`src/rtl/gap_controller.sv`:
```
// Sequencing controller for the global-average-pooling unit: clear, stream, wait, emit per channel.
// Define GAP_CTRL_ABORT_EN to add the abort input; without it jobs always run to completion.

module gap_controller #(
  parameter int IL       = 4,
  parameter int FL       = 16,
  parameter int CH_W     = 10,
  parameter int POOL_LAT = 1,
  localparam int W       = IL + FL
) (
  input  logic                clk,
  input  logic                rst_n,
  input  logic                start,
  input  logic [CH_W-1:0]     num_ch,
  input  logic [W-1:0]        size,
  output logic                busy,
  output logic                done,
  input  logic                in_valid,
  output logic                in_ready,
  input  logic signed [W-1:0] in_data,
  output logic                pool_en,
  output logic                pool_clr,
  output logic signed [W-1:0] pool_im,
  input  logic signed [W-1:0] pool_om,
  output logic                out_valid,
  input  logic                out_ready,
  output logic signed [W-1:0] out_data,
  output logic [CH_W-1:0]     out_ch,
`ifdef GAP_CTRL_ABORT_EN
  input  logic                abort,
`endif
  output logic [2:0]          dbg_state_o
);

  localparam int WC_W = (POOL_LAT > 1) ? $clog2(POOL_LAT) : 1;

  typedef enum logic [2:0] {
    IDLE   = 3'd0,
    CLEAR  = 3'd1,
    STREAM = 3'd2,
    WAIT   = 3'd3,
    EMIT   = 3'd4,
    FINISH = 3'd5
  } state_t;

  state_t                state_q;
  logic [CH_W-1:0]       num_ch_q;
  logic [W-1:0]          size_q;
  logic [CH_W-1:0]       ch_q;
  logic [W-1:0]          elem_q;
  logic [WC_W-1:0]       wcnt_q;
  logic                  busy_q;
  logic                  done_q;
  logic                  out_valid_q;
  logic signed [W-1:0]   out_data_q;
  logic [CH_W-1:0]       out_ch_q;
  logic                  abort_hit;

`ifdef GAP_CTRL_ABORT_EN
  assign abort_hit = abort && (state_q != IDLE);
`else
  assign abort_hit = 1'b0;
`endif

  // Handshakes: a transfer happens on a rising edge where valid and ready are both high;
  // out_valid holds with stable out_data/out_ch until that edge, and in_ready is high only while streaming.
  always_ff @(posedge clk or negedge rst_n) begin
    if (!rst_n) begin
      state_q     <= IDLE;
      num_ch_q    <= '0;
      size_q      <= '0;
      ch_q        <= '0;
      elem_q      <= '0;
      wcnt_q      <= '0;
      busy_q      <= 1'b0;
      done_q      <= 1'b0;
      out_valid_q <= 1'b0;
      out_data_q  <= '0;
      out_ch_q    <= '0;
    end else begin
      done_q <= 1'b0;
      if (abort_hit) begin
        state_q     <= IDLE;
        busy_q      <= 1'b0;
        out_valid_q <= 1'b0;
      end else begin
        case (state_q)
          IDLE: begin
            if (start) begin
              if (num_ch != '0 && size != '0) begin
                num_ch_q <= num_ch;
                size_q   <= size;
                ch_q     <= '0;
                busy_q   <= 1'b1;
                state_q  <= CLEAR;
              end else begin
                done_q <= 1'b1;
              end
            end
          end
          CLEAR: begin
            elem_q  <= '0;
            state_q <= STREAM;
          end
          STREAM: begin
            if (in_valid) begin
              elem_q <= elem_q + W'(1);
              if (elem_q == size_q - W'(1)) begin
                wcnt_q  <= '0;
                state_q <= WAIT;
              end
            end
          end
          WAIT: begin
            // The pooling result is valid POOL_LAT cycles after the last element.
            if (wcnt_q == WC_W'(POOL_LAT - 1)) begin
              out_data_q  <= pool_om;
              out_ch_q    <= ch_q;
              out_valid_q <= 1'b1;
              state_q     <= EMIT;
            end else begin
              wcnt_q <= wcnt_q + WC_W'(1);
            end
          end
          EMIT: begin
            if (out_ready) begin
              out_valid_q <= 1'b0;
              if (ch_q == num_ch_q - CH_W'(1)) begin
                done_q  <= 1'b1;
                state_q <= FINISH;
              end else begin
                ch_q    <= ch_q + CH_W'(1);
                state_q <= CLEAR;
              end
            end
          end
          FINISH: begin
            busy_q  <= 1'b0;
            state_q <= IDLE;
          end
          default: state_q <= IDLE;
        endcase
      end
    end
  end

  assign in_ready    = (state_q == STREAM);
  assign pool_clr    = (state_q == CLEAR);
  assign pool_en     = (state_q == CLEAR) || (state_q == STREAM) || (state_q == WAIT);
  assign pool_im     = ((state_q == STREAM) && in_valid) ? in_data : '0;
  assign busy        = busy_q;
  assign done        = done_q;
  assign out_valid   = out_valid_q;
  assign out_data    = out_data_q;
  assign out_ch      = out_ch_q;
  assign dbg_state_o = state_q;

endmodule
```
`config.mk`:
```
export PLATFORM = sky130hd
export DESIGN_NAME = gap_controller
export DESIGN_NICKNAME = d
export VERILOG_FILES = /design/src/rtl/gap_controller.sv
export SDC_FILE = /design/constraint.sdc
export NUM_CORES = 1
export LEC_CHECK = 0
export CAP_MARGIN = 20
export CORE_UTILIZATION = 35
export DETAILED_ROUTE_END_ITERATION = 7
export GPL_TIMING_DRIVEN = 0
export HOLD_SLACK_MARGIN = 0.15
export MAX_ROUTING_LAYER = met4
export SYNTH_ARGS = -nofsm -noshare
export SYNTH_HDL_FRONTEND = slang
export SYNTH_SLANG_ARGS = --single-unit
```
`constraint.sdc`:
```
create_clock -name clk -period 4.62 [get_ports clk]
set_input_delay 0.462 -clock clk [delete_from_list [all_inputs] [get_ports clk]]
set_output_delay 0.462 -clock clk [all_outputs]
set_load 0.01 [all_outputs]
```
==> metrics.csv <==
stage,metric,value,unit
clock_tree,clk_latency,360,ps
clock_tree,h-tree-depth,3,
route,routedWlPerCell,15.49,µm
sta,finalHoldViolations,0,
outcome,outcome,finished clean,
yosys,ys_top_cells_by_count,"110 x nand2_1, 96 x dfrtp_1, 35 x nor2_1, 31 x xnor2_1, 30 x xor2_1",
sta,worst_pin_slew,928.8,ps
setup_path,path_max_fanout,10,
yosys,synth_top_area_share,46.68,%
finish,finish.utilization,49.83,%
sta,holdWs,143.6,ps
global_routing,antenna_found_initial,0,
finish,antenna_cells,0,
yosys,ys_top_cells_by_area,"dfrtp_1 47%, nand2_1 8.0%, mux2_2 6.3%",
run,maxCapViolCount,0,
global_routing,grt_pass1_vias,4248,
global_routing,grt_pass1_wl,21.56,mm
worst_hold_path,min_path_type,in -> async,
setup_path,crit_path_start,dbg_state_o[0],
sta,slew-limit-headroom,37.23,%
route,drc,0,
floorplanning,io_pins,134,
sta,clock.fmax,299.6,MHz
floorplanning,dieArea,15190,µm²
clock_tree,clockBufferDepth,2,
route,postRouteAntennaNets,0,
finish,drive_gt1_share,9.434,%
finish,area.growth.synth_to_final,36.49,%
clock_tree,cts.clk_slew.worst_paths,70,ps
clock_tree,postCtsSetupBuffers,0,
power,p_leak,3.050,nW
floorplanning,core,14100,µm²
yosys,synth_area_per_cell,9.548,µm²
route,dr.pass1.iters,4,
clock_tree,cts_tree,built,
setup_path,r2r-start,num_ch_q[0],
yosys,synth_warnings,0,
clock_tree,cts_resized,0,
route,viasPerCell,4.931,
setup_path,worst-r2r-cell-count,10,
yosys,synth_top_area_cell,dfrtp_1,
setup_path,worstPathArrival,2880,ps
sta,min_period_over_period,72.24,%
yosys,ys_seq_area_share,46.68,%
power,ir_drop,0.2730,mV
setup_path,critPathCaptureType,output port,
setup_path,r2r_slack,1490,ps
setup_path,start_kind,flop,
route,drt_iter0_drc,291,
placement,place_congestion,0.8742,
yosys,synthCells,539,
yosys,synth.most_common_cell,nand2_1,
yosys,synth_ff_type,dfrtp_1,
yosys,synth_edf_count,0,
setup_path,required,4160,ps
clock_tree,cts_buffers,9,
finish,finalNetCount,763,
yosys,synth-seq-cells,96,
sta,drv_slew,0,
floorplanning,die_y,123.3,µm
placement,dp_hpwl,10.33,mm
placement,port_buffers,133,
sta,post-route-min-period,3337,ps
yosys,async_flop_share,100.0,%
floorplanning,start_util,36.51,%
global_routing,track_usage,19.24,%
clock_tree,cts_root_buf,clkbuf_16,
clock_tree,cts.sinks,96,
route,vias,4285,
floorplanning,dieWidth,123.3,µm
global_routing,grt_remaining_overflow,0,
power,pwr_density_cell,534.5,nW/µm²
setup_path,path_class,reg -> out,
yosys,yosysUniqueCellTypes,54,
setup_path,r2r-end,ch_q[0],
sta,setup_viol,0,
floorplanning,row_count,43,
global_routing,grt_max_degree,53,
clock_tree,hold_buffers,0,
sta,skew,4.954,ps
route,drt_wl_total,13.46,mm
yosys,synth_fp_nets,618,
sta,rsz0062_at_grt,no,
yosys,syn-cell-area,5146,µm²
## registers in the layout (all words and copies together) (netlist names)
| register | cells |
|---|---|
| size_q | 20 |
| num_ch_q | 10 |
| busy | 1 |
| out_valid | 1 |
| ch_q | 10 |
| out_ch | 10 |
| out_data | 20 |
| elem_q | 20 |
| done | 1 |
| dbg_state_o | 3 |
## cell type report
type	count	area, µm²
flip-flops and latches	96	2402
repair buffers	134	1356
clock buffers	10	239.0
plain buffers	25	110.1
fillers	1328	7072
well taps	180	225.2
inverters	9	33.78
multi-input cells	409	2600
clock inverters	6	57.56
## power breakdown
| group | switching [mW] | total, mW | internal [mW] | leakage (nW) |
|---|---|---|---|---|
| Clock | 0.358 | 0.753 | 0.394 | 0.148 |
| Combinational | 0.807 | 1.64 | 0.838 | 1.66 |
| Sequential | 0.261 | 1.36 | 1.10 | 1.24 |
## worst max path at each step
| stage | cells past startpoint | to | slack [ps] |
|---|---|---|---|
| 2_1_floorplan | 10 | ch_q[0] | 1840 |
| 3_3_place_gp | 1 | elem_q[14] | -580 |
| 3_5_place_dp | 5 | pool_im[18] | 1240 |
| 4_1_cts | 5 | pool_im[18] | 1180 |
| 5_1_grt | 5 | pool_im[10] | 1060 |
| 6_report | 5 | pool_im[10] | 1280 |
## through the flow
stage | instance area (µm²) | instances | total power, mW | TNS (ps) | setup WS [ps]
floorplan | 5146 | 539 | 2.325 | 0 | 1845
global placement | 6703 | 852 | 2.976 | -55410 | -583.0
detailed placement | 6728 | 853 | 3.022 | 0 | 1238
CTS | 7024 | 869 | 3.797 | 0 | 1181
global route | 7024 | 869 | 4.026 | 0 | 1064
finish | 7024 | 869 | 3.754 | 0 | 1283
## logic make-up after synthesis
kind of cell / count (synthesis) / synth area share, %
flip-flops: 96 / 46.68
multiplexers: 33 / 7.124
AO/OA/AOI/OAI: 52 / 6.930
buffers and inverters: 34 / 2.796
XOR/XNOR: 61 / 10.38
adder cells (fa/ha/maj): 4 / 0.9726
AND/OR/NAND/NOR: 259 / 25.12
## cell usage in the layout, fill, tap and decap left out, drive strengths merged, types with 6 or more instances in the layout
cell type      count
clkdlybuf4s50    132
nand2            110
dfrtp             96
nor2              35
xnor2             31
xor2              30
clkbuf            30
mux2              29
and2              26
nor4              18
nand3             17
o21ai             16
inv               14
or4                8
nand2b             7
a21oi              7
and3               7
nor3               7
buf                7
nand4              6
## worst max-delay path, stage by stage (launching register included)
cell             delay (ps)
dfrtp_1                 410
clkbuf_1                220
nor4bb_1                840
clkbuf_1                330
and2_1                  180
clkdlybuf4s50_1         540
## layer usage
metal	wire length, µm	vias to the layer above	global-route usage (%)	share of wire, %
met1	6387	2056	25.51	47
met5	0	-	-	0
met4	122	0	4.443	0.91
li1	-	2131	-	-
met2	6270	88	29.75	47
met3	680	10	4.566	5.1
No activity file was read; power rests on OpenSTA's default activity.
